==> src/rtl/counter_cmd_sequencer_pkg.sv <==
// Shared types and defaults for the counter command sequencer.
package counter_seq_pkg;

  localparam int DEF_DATA_W = 8;
  localparam int DEF_DEPTH  = 4;

  typedef enum logic [1:0] {
    OP_LOAD = 2'b00,
    OP_UP   = 2'b01,
    OP_DOWN = 2'b10,
    OP_HOLD = 2'b11
  } cmd_op_e;

  typedef enum logic [1:0] {
    S_IDLE = 2'd0,
    S_LOAD = 2'd1,
    S_RUN  = 2'd2,
    S_HOLD = 2'd3
  } seq_state_e;

  typedef struct packed {
    cmd_op_e                 op;
    logic [DEF_DATA_W-1:0]   arg;
  } seq_cmd_t;

endpackage

==> src/rtl/counter_cmd_sequencer_if.sv <==
// Command handshake bundle between a command source and the sequencer.
interface counter_cmd_sequencer_if
  import counter_seq_pkg::*;
#(
  parameter int DATA_W = DEF_DATA_W
);
  logic              cmd_valid;
  logic              cmd_ready;
  logic [1:0]        cmd_op;
  logic [DATA_W-1:0] cmd_arg;

  modport master (output cmd_valid, output cmd_op, output cmd_arg, input cmd_ready);
  modport slave  (input cmd_valid, input cmd_op, input cmd_arg, output cmd_ready);
endinterface

==> src/rtl/counter_cmd_sequencer_fifo.sv <==
// Small synchronous command FIFO; head entry is visible combinationally on rdata.
module seq_cmd_fifo
  import counter_seq_pkg::*;
#(
  parameter int WIDTH = DEF_DATA_W + 2,
  parameter int DEPTH = DEF_DEPTH
) (
  input  logic                     clk,
  input  logic                     reset,
  input  logic                     push,
  input  logic                     pop,
  input  logic [WIDTH-1:0]         wdata,
  output logic [WIDTH-1:0]         rdata,
  output logic                     full,
  output logic                     empty,
  output logic [$clog2(DEPTH):0]   count
);
  localparam int AW = $clog2(DEPTH);

  logic [WIDTH-1:0] mem [DEPTH];
  logic [AW-1:0]    wr_ptr;
  logic [AW-1:0]    rd_ptr;
  logic             do_push;
  logic             do_pop;

  assign full    = (count == (AW+1)'(DEPTH));
  assign empty   = (count == '0);
  assign do_push = push && !full;
  assign do_pop  = pop && !empty;
  assign rdata   = mem[rd_ptr];

  // Storage carries no reset; emptiness is tracked solely by the pointers and count.
  always_ff @(posedge clk) begin
    if (do_push) mem[wr_ptr] <= wdata;
  end

  always_ff @(posedge clk or negedge reset) begin
    if (!reset) begin
      wr_ptr <= '0;
      rd_ptr <= '0;
      count  <= '0;
    end else begin
      if (do_push) wr_ptr <= wr_ptr + AW'(1);
      if (do_pop)  rd_ptr <= rd_ptr + AW'(1);
      case ({do_push, do_pop})
        2'b10:   count <= count + (AW+1)'(1);
        2'b01:   count <= count - (AW+1)'(1);
        default: count <= count;
      endcase
    end
  end
endmodule

==> src/rtl/counter_cmd_sequencer.sv <==
// Queues LOAD/UP/DOWN/HOLD commands and replays them onto an up/down counter's pins.
// Define CNT_SEQ_STATS_EN to add the 16-bit retired_cnt output.
module counter_cmd_sequencer
  import counter_seq_pkg::*;
#(
  parameter int DATA_W = DEF_DATA_W,
  parameter int DEPTH  = DEF_DEPTH
) (
  input  logic                    clk,
  input  logic                    reset,
  counter_cmd_sequencer_if.slave  cmd,
  output logic [DATA_W-1:0]       data_in,
  output logic                    load,
  output logic                    enable,
  output logic                    up_down,
  output logic                    busy,
  output logic                    cmd_done
`ifdef CNT_SEQ_STATS_EN
  ,
  output logic [15:0]             retired_cnt
`endif
);
  localparam int FIFO_W = DATA_W + 2;

  localparam logic [1:0] IDLE = S_IDLE;
  localparam logic [1:0] LOAD = S_LOAD;
  localparam logic [1:0] RUN  = S_RUN;
  localparam logic [1:0] HOLD = S_HOLD;

  logic [1:0]            state;
  logic [DATA_W-1:0]     rem;
  logic                  push;
  logic                  pop;
  logic                  full;
  logic                  empty;
  logic                  finishing;
  logic [FIFO_W-1:0]     head;
  logic [1:0]            head_op;
  logic [DATA_W-1:0]     head_arg;
  logic [$clog2(DEPTH):0] count;

  seq_cmd_fifo #(
    .WIDTH (FIFO_W),
    .DEPTH (DEPTH)
  ) u_fifo (
    .clk   (clk),
    .reset (reset),
    .push  (push),
    .pop   (pop),
    .wdata ({cmd.cmd_op, cmd.cmd_arg}),
    .rdata (head),
    .full  (full),
    .empty (empty),
    .count (count)
  );

  assign head_op       = head[FIFO_W-1 -: 2];
  assign head_arg      = head[DATA_W-1:0];
  assign cmd.cmd_ready = !full;
  assign push          = cmd.cmd_valid && !full;
  assign busy          = (state != IDLE) || (count != '0);

  // A command is in its last active cycle when it is a LOAD or its remaining count hit zero.
  assign finishing = (state == LOAD) || (((state == RUN) || (state == HOLD)) && (rem == '0));
  assign pop       = ((state == IDLE) || finishing) && !empty;

  always_ff @(posedge clk or negedge reset) begin
    if (!reset) begin
      state    <= IDLE;
      rem      <= '0;
      data_in  <= '0;
      load     <= 1'b0;
      enable   <= 1'b0;
      up_down  <= 1'b0;
      cmd_done <= 1'b0;
    end else begin
      cmd_done <= finishing;
      if (pop) begin
        case (head_op)
          OP_LOAD: begin
            state   <= LOAD;
            data_in <= head_arg;
            load    <= 1'b1;
            enable  <= 1'b0;
            rem     <= '0;
          end
          OP_UP, OP_DOWN: begin
            load <= 1'b0;
            if (head_arg == '0) begin
              // Zero-length run behaves as a one-cycle quiet slot.
              state  <= HOLD;
              enable <= 1'b0;
              rem    <= '0;
            end else begin
              state   <= RUN;
              enable  <= 1'b1;
              up_down <= (head_op == OP_UP);
              rem     <= head_arg - DATA_W'(1);
            end
          end
          default: begin
            state  <= HOLD;
            load   <= 1'b0;
            enable <= 1'b0;
            rem    <= (head_arg == '0) ? '0 : head_arg - DATA_W'(1);
          end
        endcase
      end else if (finishing) begin
        state  <= IDLE;
        load   <= 1'b0;
        enable <= 1'b0;
      end else if (state != IDLE) begin
        rem <= rem - DATA_W'(1);
      end
    end
  end

`ifdef CNT_SEQ_STATS_EN
  always_ff @(posedge clk or negedge reset) begin
    if (!reset) retired_cnt <= '0;
    else if (finishing) retired_cnt <= retired_cnt + 16'd1;
  end
`endif
endmodule

==> src/flat_wrapper.sv <==
// flat-port wrapper written by rule: the top's interface ports become plain ports
module counter_cmd_sequencer_flat import counter_seq_pkg::*;
#(
  parameter int DATA_W = DEF_DATA_W,
  parameter int DEPTH  = DEF_DEPTH
)
  (clk, reset, data_in, load, enable, up_down, busy, cmd_done, cmd_cmd_valid, cmd_cmd_op, cmd_cmd_arg, cmd_cmd_ready);
  counter_cmd_sequencer_if #(.DATA_W(DATA_W)) cmd_i ();
  input  logic clk;
  input  logic reset;
  output logic [DATA_W-1:0] data_in;
  output logic load;
  output logic enable;
  output logic up_down;
  output logic busy;
  output logic cmd_done;
  input wire logic [$bits(cmd_i.cmd_valid)-1:0] cmd_cmd_valid;
  input wire logic [$bits(cmd_i.cmd_op)-1:0] cmd_cmd_op;
  input wire logic [$bits(cmd_i.cmd_arg)-1:0] cmd_cmd_arg;
  output wire logic [$bits(cmd_i.cmd_ready)-1:0] cmd_cmd_ready;
  assign cmd_i.cmd_valid = cmd_cmd_valid;
  assign cmd_i.cmd_op = cmd_cmd_op;
  assign cmd_i.cmd_arg = cmd_cmd_arg;
  assign cmd_cmd_ready = cmd_i.cmd_ready;
  counter_cmd_sequencer #(.DATA_W(DATA_W), .DEPTH(DEPTH)) u_core (.clk(clk), .reset(reset), .cmd(cmd_i), .data_in(data_in), .load(load), .enable(enable), .up_down(up_down), .busy(busy), .cmd_done(cmd_done));
endmodule
==> config.mk <==
export PLATFORM = sky130hd
export DESIGN_NAME = counter_cmd_sequencer_flat
export DESIGN_NICKNAME = d
export VERILOG_FILES = /design/src/rtl/counter_cmd_sequencer_pkg.sv /design/src/rtl/counter_cmd_sequencer_if.sv /design/src/rtl/counter_cmd_sequencer_fifo.sv /design/src/rtl/counter_cmd_sequencer.sv /design/src/flat_wrapper.sv
export SDC_FILE = /design/constraint.sdc
export NUM_CORES = 1
export LEC_CHECK = 0
export ABC_AREA = 1
export BUFFER_PORTS_ARGS = -buffer_cell sky130_fd_sc_hd__buf_2
export CAP_MARGIN = 30
export CORE_MARGIN = 2
export CORE_UTILIZATION = 59
export DETAILED_ROUTE_END_ITERATION = 10
export HOLD_SLACK_MARGIN = 0.02
export PLACE_DENSITY_LB_ADDON = 0.05
export SYNTH_ARGS = -nofsm -noshare
export SYNTH_HDL_FRONTEND = slang
export SYNTH_SLANG_ARGS = --single-unit
==> constraint.sdc <==
create_clock -name clk -period 2.8 [get_ports clk]
set_input_delay 0.56 -clock clk [delete_from_list [all_inputs] [get_ports clk]]
set_output_delay 0.56 -clock clk [all_outputs]
set_load 0.05 [all_outputs]
==> summary.md, run 1 <==
Synth
- 322 — Cells after Synth
- 10.3 um^2 — average cell area after synthesis
- 0 — Warnings, synthesis
- 3330 um^2 — Netlist Area Pre-Place
- 69 — number of register bits inferred by synthesis
- 29 — number of distinct library cell variants in the gate-level netlist after synthesis
- 57.8% — sequential element share of the synthesized area
- 349 — Synth Net Count

Status
- complete, no violations — status

Worst setup path
- 0.40 ns — CP max stage delay
- inv_1 > ha_1 > nand3_1 > o21ai_4 > nand2_2 > clkinv_2 > ha_1 > inv_1 > fa_1 > a21oi_1 > o21ai_0 > xor2_1 — cells along the critical path
- sky130_fd_sc_hd__dfrtp_1 — critical-path cell with the highest stage delay
- register to register — critical path type
- u_core.rem[0] — reg2reg start
- 6 — critical path peak fanout
- 3.02 ns — required time at the worst-slack endpoint
- u_core.u_fifo.count[2] — FF-to-FF End
- register — Worst Setup End Kind
- register — category of the worst setup path launch point
- 3 — count of buffering cells on the critical path with inverters included
- 12 — R2R cell count
- 2.57 ns — CP Data Arrival Time
- 0.45 ns — flop-to-flop setup slack
- adder cells — cell class contributing the biggest share of worst-path delay

Clock tree
- 0 — CTS-repair resized insts
- 0.08 ns — Clock Pin Slew Worst Setup and Hold Paths
- 69 — # clock sinks
- done — TritonCTS clock tree
- 0.34 ns — insertion delay to the later sink of the worst-skew pair
- sky130_fd_sc_hd__clkbuf_8 — clock tree root driver cell
- 3 — CTS HTree Levels
- 9 — total CTS buffers
- 2 — maximum number of buffers from clock root to sink
- 0 — # Post-CTS Setup Buffers
- 0 — number of buffers added to fix hold violations after cts

Timing
- 56.7% — worst rel slew slack
- 0.426 GHz — Peak Freq
- 0 — number of endpoints failing setup at the final stage
- false — unrepaired setup endpoints after global routing
- 0 — number of hold violations in the final report
- 0.649 ns — Least-Margin Pin Slew
- 0.00770 ns — worst clock skew on the final layout
- 0 — Max Transition Viols Final
- 2.35 ns — final critical-path required period
- 0.239 ns — final hold slack
- 83.8% — crit share post-route
- 0 ns — setup total negative slack

Floorplanning
- 79.2 um — chip width
- 79.2 um — Die Span Y
- 5470 um^2 — area of the core
- 60.9% — Starting Density
- 27 — number of top-level pins
- 27 — Site Rows
- 6260 um^2 — die footprint

Cells and area
- 443 — number of filler cells placed in the layout
- 1210 um^2 — Multi-input gate area
- 1930 um^2 — Reg area
- 387 — nets
- 0 — number of antenna cells inserted
- 23.6% — layout cells sized above 1
- 13.2% — area grow syn2layout

Place
- 26 — number of buffers added on ports
- 4.10 mm — half-perimeter wire length after detailed placement
- 0.881 — GP Congestion

Detailed routing
- 0 — remaining routing DRC violations
- 162 — DRT iter0 DRCs
- 2271 — vias after detailed routing
- 0 — number of nets with antenna violations after routing
- 5.20 — post-detailed-route via-to-cell ratio
- 4 — iteration count of the initial detailed-routing pass
- 13.8 um — routed length per instance
- 6.02 mm — wirelength, routed

Global route
- 2163 — number of global-route vias before repair
- 30 — largest net degree at the start of global routing
- 20.6% — global-route total usage across every layer
- 9.65 mm — global-route wire length before repair
- 0 — number of antenna violations at the first check in global routing
- 0 — residual overflow from global routing

Hold path
- input port to asynchronous set/reset pin — Worst Hold Class

Pwr
- 1180 nW/um^2 — Power per Cell Area
- 597 uV — peak ir drop on the vdd network
- 1.64 nW — leakage dissipation

Flow run
- 0 — reported max-cap violation count

[sequential cells by signal, summed over array words and instances, names as in the netlist]
register              flops
u_core.up_down            1
u_core.load               1
u_core.u_fifo.rd_ptr      2
u_core.state              2
u_core.cmd_done           1
u_core.u_fifo.mem        40
u_core.enable             1
u_core.u_fifo.wr_ptr      2
u_core.data_in            8
u_core.rem                8
u_core.u_fifo.count       3
[worst max-delay path by stage]
stage                                start                endpoint  slack, ns  cells past startpoint
floorplan           u_core.u_fifo.count[0]  u_core.u_fifo.count[2]       0.42                      9
finish                       u_core.rem[0]  u_core.u_fifo.count[2]       0.45                     12
CTS                          u_core.rem[0]  u_core.u_fifo.count[2]       0.45                     12
detailed placement           u_core.rem[0]  u_core.u_fifo.count[2]       0.44                     12
global placement             u_core.rem[0]  u_core.u_fifo.count[2]       0.53                     12
global route                 u_core.rem[0]  u_core.u_fifo.count[2]       0.27                     12
[cells in the final DEF, fill, tap and decap left out, types with 3 or more instances in the layout]
cell                       instances
sky130_fd_sc_hd__clkbuf_8          9
sky130_fd_sc_hd__o21ai_0           8
sky130_fd_sc_hd__ha_1             13
sky130_fd_sc_hd__o21ai_2           8
sky130_fd_sc_hd__inv_6             4
sky130_fd_sc_hd__nand2_1          78
sky130_fd_sc_hd__o211ai_1          3
sky130_fd_sc_hd__a21oi_1           8
sky130_fd_sc_hd__xnor2_1           6
sky130_fd_sc_hd__nand3_1          30
sky130_fd_sc_hd__nor2_2            4
sky130_fd_sc_hd__edfxtp_1         40
sky130_fd_sc_hd__o21ai_1           3
sky130_fd_sc_hd__nor2_1           22
sky130_fd_sc_hd__buf_4             8
sky130_fd_sc_hd__nand2_2          13
sky130_fd_sc_hd__xor2_1            4
sky130_fd_sc_hd__dfrtp_1          29
sky130_fd_sc_hd__inv_2             4
sky130_fd_sc_hd__buf_2            26
sky130_fd_sc_hd__inv_1            28
[Yosys cell counts]
library cell                n  area share (%)
sky130_fd_sc_hd__buf_6      4             1.4
sky130_fd_sc_hd__nand3b_1   2            0.45
sky130_fd_sc_hd__o21ai_4    1            0.49
sky130_fd_sc_hd__nand3_1   30             4.5
sky130_fd_sc_hd__o211ai_1   3            0.68
sky130_fd_sc_hd__inv_1     28             3.2
sky130_fd_sc_hd__a31oi_1    2            0.38
sky130_fd_sc_hd__o21ai_2    8             2.1
sky130_fd_sc_hd__a21oi_4    1            0.49
sky130_fd_sc_hd__nand2_4    1            0.34
sky130_fd_sc_hd__o21ai_0    8             1.2
sky130_fd_sc_hd__nand2_2   13             2.4
sky130_fd_sc_hd__nor2_1    22             2.5
sky130_fd_sc_hd__a21oi_1    8             1.2
sky130_fd_sc_hd__edfxtp_1  40              36
sky130_fd_sc_hd__xnor2_1    6             1.6
sky130_fd_sc_hd__buf_4      3            0.68
sky130_fd_sc_hd__dfrtp_1   29              22
sky130_fd_sc_hd__nor2_2     4            0.75
sky130_fd_sc_hd__nor2_4     2            0.68
sky130_fd_sc_hd__clkinv_2   1            0.15
sky130_fd_sc_hd__ha_1      13             4.9
sky130_fd_sc_hd__o21ai_1    3            0.45
sky130_fd_sc_hd__xor2_1     4             1.1
sky130_fd_sc_hd__nand2_1   78             8.8
sky130_fd_sc_hd__inv_2      4            0.45
sky130_fd_sc_hd__a32oi_1    2            0.53
sky130_fd_sc_hd__nand3b_2   1            0.34
sky130_fd_sc_hd__fa_1       1            0.60
[worst register-to-register path, stage by stage, from the launching register on]
cell and delay [ns]:
sky130_fd_sc_hd__dfrtp_1 0.40, sky130_fd_sc_hd__inv_1 0.13, sky130_fd_sc_hd__ha_1 0.16, sky130_fd_sc_hd__nand3_1 0.14, sky130_fd_sc_hd__o21ai_4 0.19, sky130_fd_sc_hd__nand2_2 0.12
sky130_fd_sc_hd__clkinv_2 0.12, sky130_fd_sc_hd__ha_1 0.14, sky130_fd_sc_hd__inv_1 0.06, sky130_fd_sc_hd__fa_1 0.37, sky130_fd_sc_hd__a21oi_1 0.14, sky130_fd_sc_hd__o21ai_0 0.11
sky130_fd_sc_hd__xor2_1 0.15
[kinds of logic (layout without fill, tap and decap cells)]
logic type / count (synthesis) / count (layout) / share of synthesized area, %
AOI/OAI and AO/OA: 36 / 36 / 7.51
xor gates and xnor gates: 10 / 10 / 2.63
adders and majority gates: 14 / 14 / 5.48
buffers and inverters: 40 / 83 / 5.78
DFF: 69 / 69 / 57.8
and+or+nand+nor: 153 / 153 / 20.8
[area by class of cell]
| cell class | instances | area share, % |
|---|---|---|
| clock inverter | 7 | 2.72 |
| clock buffer | 9 | 3.28 |
| timing repair buffer | 34 | 5.04 |
| sequential | 69 | 51.1 |
| multi-input combinational | 213 | 32.1 |
| inverter | 33 | 3.32 |
| tap | 72 | 2.39 |
[power by group]
| part | leakage [nW] | switching (mW) | total, mW | internal, mW |
|---|---|---|---|---|
| Combinational | 0.812 | 1.34 | 1.95 | 0.609 |
| Clock | 0.111 | 0.408 | 0.922 | 0.514 |
| Sequential | 0.721 | 0.164 | 1.56 | 1.40 |
[through the flow]
step / power [mW] / instance area (um^2) / util (%) / std cells / worst slack, ns
4_1_cts: 4.46 / 3770 / 68.9 / 437 / 0.452
5_1_grt: 4.73 / 3770 / 68.9 / 437 / 0.270
3_3_place_gp: 3.49 / 3540 / 64.8 / 421 / 0.528
2_1_floorplan: 3.12 / 3330 / - / 322 / 0.417
6_report: 4.44 / 3770 / 68.9 / 437 / 0.455
3_5_place_dp: 3.53 / 3540 / 64.8 / 421 / 0.444
[per-layer routing]
layer	global-route usage [%]	wire, um
met5	0	0
met4	11.4	117
met3	4.20	225
met2	34.2	3050
met1	25.3	2630
Note: power is estimated with default switching activity, not from simulation.
==> run 2: changes to the inputs <==
==> constraint.sdc (replaced) <==
create_clock -name clk -period 2.2 [get_ports clk]
set_input_delay 0.44 -clock clk [delete_from_list [all_inputs] [get_ports clk]]
set_output_delay 0.44 -clock clk [all_outputs]
set_load 0.05 [all_outputs]
==> run 2 against run 1 <==
Effect of this change: hold slack got worse by 0.12 ns; clock-buffer cell count did not move; first-iteration DRC count fell by 35%; utilization rose by 1.5 points; global-route usage rose by 0.86 points; maximum frequency rose by 13%; largest power group unchanged; highest routed layer unchanged.
==> summary.md, run 2 (same netlist as run 1, synthesis figures left out) <==
Worst setup path
- 2.44 ns — required time at the worst-slack endpoint, -0.58 ns
- register — category of the worst setup path launch point
- 0.39 ns — CP max stage delay, about the same
- register — Worst Setup End Kind
- 4 — critical path peak fanout, -2
- sky130_fd_sc_hd__dfrtp_1 — critical-path cell with the highest stage delay
- inv_2 > ha_2 > nand3_2 > o21ai_4 > nand2_2 > clkinv_4 > ha_1 > inv_1 > fa_2 > a21oi_1 > o21ai_1 > xor2_1 — cells along the critical path
- 2.32 ns — CP Data Arrival Time, -0.25 ns
- register to register — critical path type

Cells and area
- sky130_fd_sc_hd__nand2_1 — most common library cell in the layout ignoring fill and taps
- 40 — max FFs per register, unchanged
- u_core.u_fifo.mem x40, u_core.data_in x8, u_core.rem x8 — biggest registers after layout
- 26.8% — layout cells sized above 1, +3.2 points
- 70.4% — fin util, +1.5 points
- u_core.u_fifo.mem — register bank with the most flops
- 3850 um^2 — final instance area, +2.2%
- 0 — number of antenna cells inserted, unchanged
- 395 — nets, +2.1%
- 15.6% — area grow syn2layout
- sky130_fd_sc_hd__nand2_1, sky130_fd_sc_hd__edfxtp_1, sky130_fd_sc_hd__dfrtp_1 — most frequent cells in the layout
- 445 — number of filler cells placed in the layout, +0.45%

Global route
- 2140 — number of global-route vias before repair, -1.1%
- 0 — residual overflow from global routing, unchanged
- 9.99 mm — global-route wire length before repair, +3.5%
- 0 — number of antenna violations at the first check in global routing, unchanged
- 21.5% — global-route total usage across every layer, +0.86 points
- 30 — largest net degree at the start of global routing, unchanged

Clock tree
- 0.08 ns — Clock Pin Slew Worst Setup and Hold Paths, about the same
- 69 — # clock sinks, unchanged
- 0.35 ns — insertion delay to the later sink of the worst-skew pair, about the same
- 2 — maximum number of buffers from clock root to sink, unchanged
- 0 — number of buffers added to fix hold violations after cts, unchanged
- 9 — total CTS buffers, unchanged
- sky130_fd_sc_hd__clkbuf_8 — clock tree root driver cell
- 3 — CTS HTree Levels, unchanged
- done — TritonCTS clock tree

Timing
- 55.7% — worst rel slew slack, -1.1 points
- 0.665 ns — Least-Margin Pin Slew, +0.0162 ns
- 0.480 GHz — Peak Freq, +13%
- 0.00593 ns — worst clock skew on the final layout, -0.00176 ns
- 2.08 ns — final critical-path required period, -0.264 ns
- true — unrepaired setup endpoints after global routing
- 0 — number of hold violations in the final report, unchanged
- 0.119 ns — worst path setup slack after routing, -0.336 ns
- 94.6% — crit share post-route, +11 points
- 0 — number of endpoints failing setup at the final stage, unchanged
- 0 — Max Transition Viols Final, unchanged

Place
- 26 — number of buffers added on ports, unchanged
- 0.829 — GP Congestion, -5.9%
- 4.24 mm — half-perimeter wire length after detailed placement, +3.5%
- 0.0828 ns — Post-Place Worst Slack, -0.361 ns
- 3610 um^2 — placed instance area, +1.9%

Detailed routing
- 5.08 — post-detailed-route via-to-cell ratio, -2.2%
- 4 — iteration count of the initial detailed-routing pass, unchanged
- 106 — DRT iter0 DRCs, -35%
- 2262 — vias after detailed routing, -0.40%
- 0 — number of nets with antenna violations after routing, unchanged
- 0 — remaining routing DRC violations, unchanged
- 6.07 mm — wirelength, routed, +0.81%
- 13.6 um — routed length per instance, -1.0%

Floorplanning
- 79.2 um — chip width, unchanged
- 27 — Site Rows, unchanged
- 5470 um^2 — area of the core, unchanged
- 6260 um^2 — die footprint, unchanged
- 60.9% — Starting Density, unchanged
- 27 — number of top-level pins, unchanged
- 79.2 um — Die Span Y, unchanged

Pwr
- 1.68 nW — leakage dissipation, +2.0%
- 1490 nW/um^2 — Power per Cell Area, +26%
- 42.6% — Switching Fraction, -0.56 points
- 34.9% — part of the power in registers, -0.3 points
- 45.1% — share of power burned in combinational logic, +1.1 points
- 731 uV — peak ir drop on the vdd network, +22%
- 2.44 mW — power dissipated by switching net loads, +27%
- 19.9% — fraction of power consumed by the clock network, -0.9 points
- 3.29 mW — internal power, +30%

Status
- complete, no violations — status

Hold path
- input port to asynchronous set/reset pin — Worst Hold Class

Flow run
- 0 — reported max-cap violation count, unchanged

## run 2: final timing paths
| path | startpoint | to | slack, ns | cells after the start |
|---|---|---|---|---|
| min in group clk | cmd_cmd_arg[6] | u_core.u_fifo.mem[2][6] | 0.30 | 1 |
| setup reg to reg | u_core.rem[0] | u_core.u_fifo.count[2] | 0.12 | 12 |
| hold / removal | reset | u_core.data_in[6] | 0.12 | 1 |
| max in group asynchronous | reset | u_core.u_fifo.wr_ptr[1] | 1.65 | 1 |
| setup / recovery | u_core.rem[0] | u_core.u_fifo.count[2] | 0.12 | 12 |
| hold reg to reg | u_core.u_fifo.count[0] | u_core.u_fifo.count[0] | 0.48 | 1 |
## run 2: layer usage
metal | wire (um) | vias to the layer above | global-route usage (%)
li1 | - | 1157 | -
met1 | 2810 | 1056 | 27.5
met2 | 2960 | 40 | 34.7
met3 | 210 | 9 | 5.80
met4 | 93 | 0 | 8.97
met5 | 0 | - | 0
## run 2: cell type report
| class | count | area (um^2) | area share, % |
|---|---|---|---|
| sequential | 69 | 1930 | 50.0 |
| multi-input combinational | 213 | 1230 | 32.1 |
| timing repair buffer | 42 | 250 | 6.50 |
| inverter | 33 | 129 | 3.35 |
| clock buffer | 9 | 124 | 3.22 |
| clock inverter | 7 | 97.6 | 2.53 |
| tap | 72 | 90.1 | 2.34 |
## run 2: critical path: cells and delay by family, from the launching register on
family,cells,cell delay [ns]
simple gates,2,0.21
xor+xnor,1,0.14
flops,1,0.39
buf+inv,3,0.21
compound gates,3,0.36
fa+ha+maj,3,0.64
## run 2: what timing repair did
action                                  CTS  global route
endpoints found under the setup margin    0             4
resized for setup                         0             4
setup buffers                             0             1
## run 2: through the flow
stage	hold WS (ns)	total power [mW]	cells	TNS, ns
floorplan	0.144	3.99	322	0
global placement	0.460	4.52	428	0
detailed placement	0.464	4.58	428	0
CTS	0.141	5.73	444	0
global route	0.172	6.14	445	-0.0432
finish	0.120	5.73	445	0
## run 2: power groups by stage
stage          combinational (mW)  sequential (mW)  clock [mW]
6_report                     2.58             2.00        1.14
5_1_grt                      2.89             2.04        1.21
4_1_cts                      2.57             2.00        1.16
3_5_place_dp                 2.56             2.03           0
3_3_place_gp                 2.51             2.01           0
2_1_floorplan                1.67             2.32           0
